**src/rtl/chart_pan_if.sv**
```systemverilog
// chart_pan_if: drag-input / pan-output bundle between the drag stage,
// the pan integrator and the chart renderer.
//   left_mouse   : left button level
//   x/y_mouse_pos: unsigned drag magnitudes (11 bits)
//   minus_x/y    : drag direction flags (1 = positive delta)
//   frame_start  : one-cycle pulse at each frame start
//   center       : one-cycle recenter request
//   x/y_offset   : signed pan offsets presented to the renderer
//   dragging     : high while a drag is being integrated
// master drives the inputs and observes the outputs; slave is the pan block.
interface chart_pan_if #(
  parameter int OFFSET_W = 12
);
  logic                       left_mouse;
  logic [10:0]                x_mouse_pos;
  logic [10:0]                y_mouse_pos;
  logic                       minus_x;
  logic                       minus_y;
  logic                       frame_start;
  logic                       center;
  logic signed [OFFSET_W-1:0] x_offset;
  logic signed [OFFSET_W-1:0] y_offset;
  logic                       dragging;

  modport master (
    output left_mouse, x_mouse_pos, y_mouse_pos, minus_x, minus_y,
           frame_start, center,
    input  x_offset, y_offset, dragging
  );

  modport slave (
    input  left_mouse, x_mouse_pos, y_mouse_pos, minus_x, minus_y,
           frame_start, center,
    output x_offset, y_offset, dragging
  );
endinterface

```
**src/rtl/chart_pan.sv**
```systemverilog
// chart_pan: integrates mouse drags into saturated signed pan offsets for
// the chart (x = time axis, y = voltage axis) and publishes them to the
// renderer only on frame boundaries.
// Ports:
//   clk  : system clock (same clock as the drag stage)
//   rst  : asynchronous, active-low reset
//   bus  : chart_pan_if.slave (drag inputs, frame/center pulses, offsets out)
//
// state  | meaning
// IDLE   | no drag; live tracks base; press captures the drag origin d0
// DRAG   | live = sat(base + delta - d0) every cycle; release -> COMMIT
// COMMIT | one cycle: base <= live, inputs ignored
// HOLD   | recentered while button still held; wait for release
module chart_pan #(
  parameter int OFFSET_W = 12,
  parameter int MAX_X    = 1023,
  parameter int MAX_Y    = 511
) (
  input  logic        clk,
  input  logic        rst,
  chart_pan_if.slave  bus
);

  localparam int DELTA_W = 12;
  localparam int SUM_W   = OFFSET_W + 2;

  localparam logic [1:0] S_IDLE   = 2'd0;
  localparam logic [1:0] S_DRAG   = 2'd1;
  localparam logic [1:0] S_COMMIT = 2'd2;
  localparam logic [1:0] S_HOLD   = 2'd3;

  localparam logic signed [SUM_W-1:0] LIM_X = SUM_W'(MAX_X);
  localparam logic signed [SUM_W-1:0] LIM_Y = SUM_W'(MAX_Y);

  logic [1:0]                 r_state;
  logic [1:0]                 w_state_nxt;
  logic signed [OFFSET_W-1:0] r_base_x, r_base_y;
  logic signed [OFFSET_W-1:0] r_live_x, r_live_y;
  logic signed [DELTA_W-1:0]  r_d0_x, r_d0_y;
  logic signed [OFFSET_W-1:0] r_x_offset, r_y_offset;
  logic                       r_dragging;

  logic signed [DELTA_W-1:0]  w_dx, w_dy;
  logic signed [SUM_W-1:0]    w_sum_x, w_sum_y;
  logic signed [OFFSET_W-1:0] w_sat_x, w_sat_y;

  function automatic logic signed [OFFSET_W-1:0] sat(
    input logic signed [SUM_W-1:0] v,
    input logic signed [SUM_W-1:0] lim
  );
    logic signed [SUM_W-1:0] r;
    if (v > lim)       r = lim;
    else if (v < -lim) r = -lim;
    else               r = v;
    return OFFSET_W'(r);
  endfunction

  // 11-bit magnitude fits a 12-bit signed value in either direction
  assign w_dx = bus.minus_x ? $signed({1'b0, bus.x_mouse_pos})
                            : -$signed({1'b0, bus.x_mouse_pos});
  assign w_dy = bus.minus_y ? $signed({1'b0, bus.y_mouse_pos})
                            : -$signed({1'b0, bus.y_mouse_pos});

  // Subtracting d0 cancels whatever magnitude the drag stage still held
  // when the button went down, so every drag starts from zero.
  assign w_sum_x = SUM_W'(r_base_x) + SUM_W'(w_dx) - SUM_W'(r_d0_x);
  assign w_sum_y = SUM_W'(r_base_y) + SUM_W'(w_dy) - SUM_W'(r_d0_y);
  assign w_sat_x = sat(w_sum_x, LIM_X);
  assign w_sat_y = sat(w_sum_y, LIM_Y);

  always_comb begin
    w_state_nxt = r_state;
    case (r_state)
      S_IDLE:   if (bus.left_mouse)  w_state_nxt = S_DRAG;
      S_DRAG:   if (!bus.left_mouse) w_state_nxt = S_COMMIT;
      S_COMMIT: w_state_nxt = S_IDLE;
      S_HOLD:   if (!bus.left_mouse) w_state_nxt = S_IDLE;
      default:  w_state_nxt = S_IDLE;
    endcase
    // HOLD keeps a still-held drag from being re-applied after recenter
    if (bus.center) w_state_nxt = bus.left_mouse ? S_HOLD : S_IDLE;
  end

  always_ff @(posedge clk or negedge rst) begin
    if (!rst) begin
      r_state    <= S_IDLE;
      r_dragging <= 1'b0;
    end else begin
      r_state    <= w_state_nxt;
      r_dragging <= (w_state_nxt == S_DRAG);
    end
  end

  always_ff @(posedge clk or negedge rst) begin
    if (!rst) begin
      r_base_x <= '0;
      r_base_y <= '0;
      r_live_x <= '0;
      r_live_y <= '0;
      r_d0_x   <= '0;
      r_d0_y   <= '0;
    end else if (bus.center) begin
      r_base_x <= '0;
      r_base_y <= '0;
      r_live_x <= '0;
      r_live_y <= '0;
      r_d0_x   <= '0;
      r_d0_y   <= '0;
    end else begin
      case (r_state)
        S_IDLE: begin
          r_live_x <= r_base_x;
          r_live_y <= r_base_y;
          if (bus.left_mouse) begin
            r_d0_x <= w_dx;
            r_d0_y <= w_dy;
          end
        end
        S_DRAG: begin
          r_live_x <= w_sat_x;
          r_live_y <= w_sat_y;
        end
        S_COMMIT: begin
          r_base_x <= r_live_x;
          r_base_y <= r_live_y;
        end
        S_HOLD: begin
          r_base_x <= '0;
          r_base_y <= '0;
          r_live_x <= '0;
          r_live_y <= '0;
        end
        default: ;
      endcase
    end
  end

  // Offsets change only on frame boundaries so a frame never tears
  always_ff @(posedge clk or negedge rst) begin
    if (!rst) begin
      r_x_offset <= '0;
      r_y_offset <= '0;
    end else if (bus.frame_start) begin
      r_x_offset <= bus.center ? '0 : r_live_x;
      r_y_offset <= bus.center ? '0 : r_live_y;
    end
  end

  assign bus.x_offset = r_x_offset;
  assign bus.y_offset = r_y_offset;
  assign bus.dragging = r_dragging;

endmodule

```
**src/flat_wrapper.sv**
```systemverilog
// flat-port wrapper written by rule: the top's interface ports become plain ports
module chart_pan_flat 
#(
  parameter int OFFSET_W = 12,
  parameter int MAX_X    = 1023,
  parameter int MAX_Y    = 511
)
  (clk, rst, bus_left_mouse, bus_x_mouse_pos, bus_y_mouse_pos, bus_minus_x, bus_minus_y, bus_frame_start, bus_center, bus_x_offset, bus_y_offset, bus_dragging);
  chart_pan_if #(.OFFSET_W(OFFSET_W)) bus_i ();
  input  logic clk;
  input  logic rst;
  input wire logic [$bits(bus_i.left_mouse)-1:0] bus_left_mouse;
  input wire logic [$bits(bus_i.x_mouse_pos)-1:0] bus_x_mouse_pos;
  input wire logic [$bits(bus_i.y_mouse_pos)-1:0] bus_y_mouse_pos;
  input wire logic [$bits(bus_i.minus_x)-1:0] bus_minus_x;
  input wire logic [$bits(bus_i.minus_y)-1:0] bus_minus_y;
  input wire logic [$bits(bus_i.frame_start)-1:0] bus_frame_start;
  input wire logic [$bits(bus_i.center)-1:0] bus_center;
  output wire logic [$bits(bus_i.x_offset)-1:0] bus_x_offset;
  output wire logic [$bits(bus_i.y_offset)-1:0] bus_y_offset;
  output wire logic [$bits(bus_i.dragging)-1:0] bus_dragging;
  assign bus_i.left_mouse = bus_left_mouse;
  assign bus_i.x_mouse_pos = bus_x_mouse_pos;
  assign bus_i.y_mouse_pos = bus_y_mouse_pos;
  assign bus_i.minus_x = bus_minus_x;
  assign bus_i.minus_y = bus_minus_y;
  assign bus_i.frame_start = bus_frame_start;
  assign bus_i.center = bus_center;
  assign bus_x_offset = bus_i.x_offset;
  assign bus_y_offset = bus_i.y_offset;
  assign bus_dragging = bus_i.dragging;
  chart_pan #(.OFFSET_W(OFFSET_W), .MAX_X(MAX_X), .MAX_Y(MAX_Y)) u_core (.clk(clk), .rst(rst), .bus(bus_i));
endmodule
```
**config.mk**
```make
export PLATFORM = sky130hd
export DESIGN_NAME = chart_pan_flat
export DESIGN_NICKNAME = d
export VERILOG_FILES = /design/src/rtl/chart_pan_if.sv /design/src/rtl/chart_pan.sv /design/src/flat_wrapper.sv
export SDC_FILE = /design/constraint.sdc
export NUM_CORES = 1
export LEC_CHECK = 0
export BUFFER_PORTS_ARGS = -buffer_cell sky130_fd_sc_hd__buf_2
export CORE_MARGIN = 4
export CORE_UTILIZATION = 45
export CTS_CLUSTER_DIAMETER = 30
export DETAILED_ROUTE_END_ITERATION = 8
export HOLD_SLACK_MARGIN = 0.06
export MAX_ROUTING_LAYER = met4
export SYNTH_ARGS = -nofsm -noshare
export SYNTH_HDL_FRONTEND = slang
export SYNTH_SLANG_ARGS = --single-unit
```
**constraint.sdc**
```tcl
create_clock -name clk -period 4.3 [get_ports clk]
set_clock_uncertainty 0.1 [all_clocks]
set_input_delay 0.43 -clock clk [delete_from_list [all_inputs] [get_ports clk]]
set_output_delay 0.43 -clock clk [all_outputs]
set_load 0.03 [all_outputs]
```
Word-level counts from Yosys, hierarchy flattened --
Index checks and enable logic that the tools add are counted.
Word-level totals: register bits after elaboration 99, memory bits (read-only) 0, bits in latches 0, RAM bits 0, logic and storage cells 58, memories kept 0, output and inout port bits 25
Cells by class: shift operators 0, equal/unequal tests 4, add/sub/neg operators 6, reduce and logical (&&, ||, !) cells 6, magnitude comparators 4, multiplexer cells 28, bitwise gates (word level) 0, $mul 0, divide/modulo/power cells 0
Operator list (number):
- 12-bit two-way mux | 18
- 12-bit one-hot mux with 3 select lines | 2
- 12-bit one-hot mux with 2 select lines | 2
- 13-bit by 12-bit subtractor with 14-bit output | 2
- 12-bit by 12-bit adder with 13-bit output | 2
- 11-bit negation with 12-bit output | 2
- 14-bit by 10-bit greater-than comparator with 1-bit output (second input constant) | 1
- 14-bit by 11-bit greater-than comparator with 1-bit output (second input constant) | 1
- 14-bit by 10-bit < comparator with 1-bit output (second input constant) | 1
- 14-bit by 11-bit < comparator with 1-bit output (second input constant) | 1
- 2-bit two-way mux | 5
- 2-bit one-hot mux with 4 select lines | 1
- 2-bit by 1-bit equality test with 1-bit output (second input constant) | 2
- 2-bit equality test (second input constant) | 2
- 2-bit nonzero test | 2
- 4-bit nonzero test | 1
- 3-bit nonzero test | 1
- 2-bit zero test | 1
- 2-bit AND reduction | 1

Logic depth before layout (Yosys ltp) --
depth after elaboration 9, mapped depth 16, gate-level depth less buffers 15

Least setup slack after synthesis --
Ideal clock, no wire load.
path type input-to-reg, from input bus_x_mouse_pos[2], to register u_core.r_live_x[9], cell stages on the path 15, data required time 4.106 ns, buffers on the path 0, arrival 4.063 ns, path slack 0.043 ns, cells stage by stage nor2_1 > nand3_1 > nor4_1 > nor2_1 > xor2_1 > fa_1 > ha_1 > a21o_1 > a21o_1 > a2111oi_0 > o22ai_1 > xnor2_1 > a2111oi_4 > nor3b_1 > a211oi_1
On the way: cells in the longest elaborated chain, start to end 9, elaborated cells between the ends (all ways) 10, classes of those cells 3 x add/sub; 2 x order compare; 5 x mux
Ends and longest elaborated chain:
- start, declared | RTL line flat_wrapper.sv:13 | input wire logic [$bits(bus_i.x_mouse_pos)-1:0] bus_x_mouse_pos;
- 11-bit negation with 12-bit output | RTL line chart_pan.sv:60 | : -$signed({1'b0, bus.x_mouse_pos});
- 12-bit two-way mux (*) | RTL line chart_pan.sv:59 | assign w_dx = bus.minus_x ? $signed({1'b0, bus.x_mouse_pos})
- 12-bit by 12-bit adder with 13-bit output (*) | RTL line chart_pan.sv:66 | assign w_sum_x = SUM_W'(r_base_x) + SUM_W'(w_dx) - SUM_W'(r_d0_x);
- 13-bit by 12-bit subtractor with 14-bit output (*) | RTL line chart_pan.sv:66
- 14-bit by 11-bit < comparator with 1-bit output | RTL line chart_pan.sv:53 | else if (v < -lim) r = -lim;
- 12-bit two-way mux | RTL line chart_pan.sv:53
- 12-bit two-way mux (*) | RTL line chart_pan.sv:52 | if (v > lim) r = lim;
- 12-bit one-hot mux with 3 select lines (*) | RTL line chart_pan.sv:110 | case (r_state)
- 12-bit two-way mux (*) | RTL line chart_pan.sv:102 | end else if (bus.center) begin
- end signal, assigned | RTL line chart_pan.sv:112 | r_live_x <= r_base_x;
- end signal, assigned | RTL line chart_pan.sv:120 | r_live_x <= w_sat_x;
- end, declared | RTL line chart_pan.sv:38 | logic signed [OFFSET_W-1:0] r_live_x, r_live_y;
Every way passes the cells marked *; elsewhere a longest branch is shown, timed or not. A chain may end at the register's enable or synchronous reset.

Worst setup path after layout --
from input bus_y_mouse_pos[0], to register u_core.r_live_y[2]
On the way: cells in the longest elaborated chain, start to end 9, elaborated cells between the ends (all ways) 10, classes of those cells 3 x add/sub; 2 x order compare; 5 x mux
Ends and longest elaborated chain:
- start, declared | RTL line flat_wrapper.sv:14 | input wire logic [$bits(bus_i.y_mouse_pos)-1:0] bus_y_mouse_pos;
- 11-bit negation with 12-bit output | RTL line chart_pan.sv:62 | : -$signed({1'b0, bus.y_mouse_pos});
- 12-bit two-way mux (*) | RTL line chart_pan.sv:61 | assign w_dy = bus.minus_y ? $signed({1'b0, bus.y_mouse_pos})
- 12-bit by 12-bit adder with 13-bit output (*) | RTL line chart_pan.sv:67 | assign w_sum_y = SUM_W'(r_base_y) + SUM_W'(w_dy) - SUM_W'(r_d0_y);
- 13-bit by 12-bit subtractor with 14-bit output (*) | RTL line chart_pan.sv:67
- 14-bit by 10-bit < comparator with 1-bit output | RTL line chart_pan.sv:53
- 12-bit two-way mux | RTL line chart_pan.sv:53
- 12-bit two-way mux (*) | RTL line chart_pan.sv:52
- 12-bit one-hot mux with 3 select lines (*) | RTL line chart_pan.sv:110
- 12-bit two-way mux (*) | RTL line chart_pan.sv:102
- end signal, assigned | RTL line chart_pan.sv:113 | r_live_y <= r_base_y;
- end signal, assigned | RTL line chart_pan.sv:121 | r_live_y <= w_sat_y;
- end, declared | RTL line chart_pan.sv:38
Marked as above.

==> summary.md <==
| Metric | Value |
|---|---|
| Setup TNS | 0 ps |
| First-pass GRT wire length | 27.8 mm |
| Clk Latency, worst-skew pair | 350 ps |
| Slew @ Worst Pin | 919 ps |
| Mapped Cells | 714 |
| Setup violators final | 0 |
| Final min period | 4110 ps |
| HPWL after DPL | 12.5 mm |
| CP max FO | 5 |
| Syn avg cell area | 9.28 um^2 |
| Total CTS buffers | 9 |
| Post-synthesis async set-or-reset flop share | 1.00 |
| Total power | between 3 and 4 mW |
| Buffers on Ports | 53 |
| Status | completed |
| Area growth syn-to-layout | 18.0% |
| Cell row count | 44 |
| Clock transition at path regs | 70 ps |
| Final period util | 0.957 |
| All-layer global routing usage | 0.214 |
| Startpoint types | input pin |
| Fmax | 0.243 GHz |
| Number of diodes | 0 |
| Cells after DPL | about 980 |
| Maxcap violations | 0 |
| Routability cong. | around 0.9 |
| Iter 0 DRT Violations | 462 |
| Worst Path Arrival | 4210 ps |
| Wire per inst | roughly 17 um |
| Largest net degree at the start of global routing | 74 |
| H-tree depth | 3 |
| Post-layout nets | 894 |
| Seq. cell area | 0.00248 mm^2 |
| Cell breakdown of the critical path | buf_2 -> inv_1 -> ha_1 -> nor2_1 -> xor2_1 -> fa_1 -> ha_1 -> a21oi_1 -> buf_4 -> o211ai_1 -> o22ai_1 -> buf_4 -> nand4b_1 -> o311ai_0 -> or3_1 -> o41a_1 -> nor4b_1 |
| Initial antenna violation count | 0 |
| Avg Vias per Cell | 5.66 |
| CP endpoint kind | flip-flop |
| Core ar. | 0.0145 mm^2 |
| Clk buf depth | 2 |
| Die area | between 0.015 and 0.02 mm^2 |
| CTS root buf | clkbuf_16 |
| Netlist cell types | 60 |
| Hold Violations, Final | 0 |
| Die height | 129 um |
| Syn nets | 797 |
| Pwr/cell area | just over 400 mW/mm^2 |
| RSZ-0062 raised after global routing | no |
| Final ANT Viol Nets | 0 |
| DR pass1 iterations | 5 |
| Max VDD drop | 0.000201 V |
| Final Max Slew Viols | 0 |
| Sequential-to-total area share from yosys stat | 0.374 |
| Critical path type | in2reg |
| Synthesized flop and latch total | between 90 and 100 |
| DRC violations left | 0 |
| Die Wd | 129 um |
| Vias in the first global route | around 5500 |
| Vias | around 5700 |
| Layout fillers | between 1000 and 1500 |
| Ports | 54 |
| Slowest stage cell on the critical path | fa_1 |
| CP peak stage delay | between 400 and 500 ps |
| Hold Path Class | in2async |
| CTS tree | yes |
| Rel. slew slack | 0.387 |
| Netlist Area Pre-Place | 0.00663 mm^2 |
| Hold Buf Count CTS | 0 |
| Grt ovf | 0 |
| Post-route insts no fill | 999 |
| Total Routed Length | 16.8 mm |
| Main synth FF type | dfrtp_1 |
| Share of post-route cells with drive strength above 1 | 0.193 |
| Multi-input combinational cell area | 0.00378 mm^2 |
| Initial core utilization | 0.458 |
| Warnings, synthesis | 0 |
| P_leak | 3.60 nW |
| CTS sink cnt | between 90 and 100 |
| Critical Path RT | 4400 ps |
| Post-synth EDFFs | 0 |
==> sequential cells by signal, summed over array words and instances (netlist names) <==
name,count
u_core.r_base_x,12
u_core.bus.y_offset,12
u_core.bus.dragging,1
u_core.r_base_y,12
u_core.r_live_y,12
u_core.r_live_x,12
u_core.bus.x_offset,12
u_core.r_d0_x,12
u_core.r_d0_y,12
u_core.r_state,2
==> timing repair <==
| item | CTS | global route |
|---|---|---|
| setup endpoints to repair | 0 | 13 |
| endpoints found under the hold margin | 0 | 0 |
| setup buffers | 0 | 1 |
| resized for setup | 0 | 8 |
==> where the power goes <==
part	internal, mW	total, mW	switching [mW]
clock	0.409	0.793	0.384
combinational	0.605	1.37	0.766
sequential	0.990	1.04	0.0498
total	2.00	3.20	1.20
==> metal layers <==
layer / wire length, um / vias up / global-route usage / part of all wire
met5: 0 / - / - / 0
met4: 223 / 0 / 0.0649 / 0.013
met3: 1180 / 22 / 0.0429 / 0.070
met2: 7160 / 176 / 0.311 / 0.43
met1: 8200 / 2712 / 0.303 / 0.49
li1: - / 2744 / - / -
==> worst max-delay path: cells and delay by family <==
family	cells	cell delay [ps]
simple gates	4	810
compound gates	5	1160
buf+inv	4	410
fa+ha+maj	3	1100
xor+xnor	1	280
==> cell type report <==
cell class | instances | share of cell area
tap | 184 | 0.0295
inverter | 77 | 0.0370
clock buffer | 10 | 0.0306
sequential | 99 | 0.317
clock inverter | 5 | 0.00496
multi-input combinational | 505 | 0.483
timing repair buffer | 119 | 0.0976
==> through the flow <==
step | utilization | hold WS [ps] | instance area [um^2] | setup WS [ps]
after global placement | 0.518 | 389 | 7500 | -155
after global routing | 0.540 | 206 | 7820 | 21.1
final | 0.540 | 101 | 7820 | 187
after detailed placement | 0.518 | 392 | 7500 | -241
after floorplan | - | 34.4 | 6630 | 43.1
after CTS | 0.537 | 152 | 7780 | 81.4
==> final timing paths <==
| path | to | depth (start not counted) | startpoint | slack [ps] |
|---|---|---|---|---|
| setup / recovery | u_core.r_live_y[2] | 17 | bus_y_mouse_pos[0] | 190 |
| hold / removal | u_core.r_base_y[9] | 1 | rst | 100 |
| setup reg to reg | u_core.r_live_y[0] | 9 | u_core.r_base_y[1] | 490 |
| hold reg to reg | u_core.r_d0_x[6] | 1 | u_core.r_d0_x[6] | 410 |
| max in group asynchronous | u_core.bus.x_offset[3] | 2 | rst | 3100 |
| min in group clk | u_core.r_state[1] | 2 | bus_left_mouse | 260 |
==> cells in the mapped netlist (all sizes together) (4+ instances only) <==
cell type,number,share of area
dfrtp,99,0.37
inv,77,0.044
o21ai,53,0.040
nand2,51,0.029
a21oi,47,0.035
nor2,42,0.024
a22o,39,0.052
ha,30,0.057
clkbuf,29,0.016
nand3b,27,0.031
fa,24,0.073
nor3,23,0.017
xor2,21,0.028
a211oi,19,0.022
mux2i,9,0.014
nand3,9,0.0068
mux2,8,0.014
or3,8,0.0076
xnor2,8,0.011
a21o,7,0.0079
nor4,7,0.0066
a31oi,6,0.0057
o32ai,6,0.0079
nor3b,5,0.0057
buf,4,0.0023
o21a,4,0.0045
o22ai,4,0.0038
==> placed cells by master, fill, tap and decap left out, types with 3 or more instances in the layout <==
master,n
or3_1,8
inv_1,77
nand3_1,9
buf_2,52
o32ai_1,6
nor2b_1,3
nor2_1,42
dfrtp_1,99
nor3b_1,5
clkbuf_16,9
nand3b_1,27
o21a_1,4
o22ai_1,4
buf_4,67
a22o_1,39
ha_1,30
nand2_1,51
o31ai_1,3
mux2_2,7
a21o_1,7
and3_1,3
a21oi_1,47
xor2_1,21
nor4_1,5
o21bai_1,3
a211o_1,3
a211oi_1,18
a31oi_1,5
o21ai_0,51
mux2i_1,9
nor3_1,21
fa_1,24
xnor2_1,7
==> logic make-up after synthesis <==
| kind of cell | share of synthesized area |
|---|---|
| flops | 0.374 |
| xor+xnor | 0.0383 |
| fa+ha+maj | 0.129 |
| buf+inv | 0.0623 |
| simple gates | 0.146 |
| mux | 0.0278 |
| compound gates | 0.223 |
(Power assumes the default switching activity.)
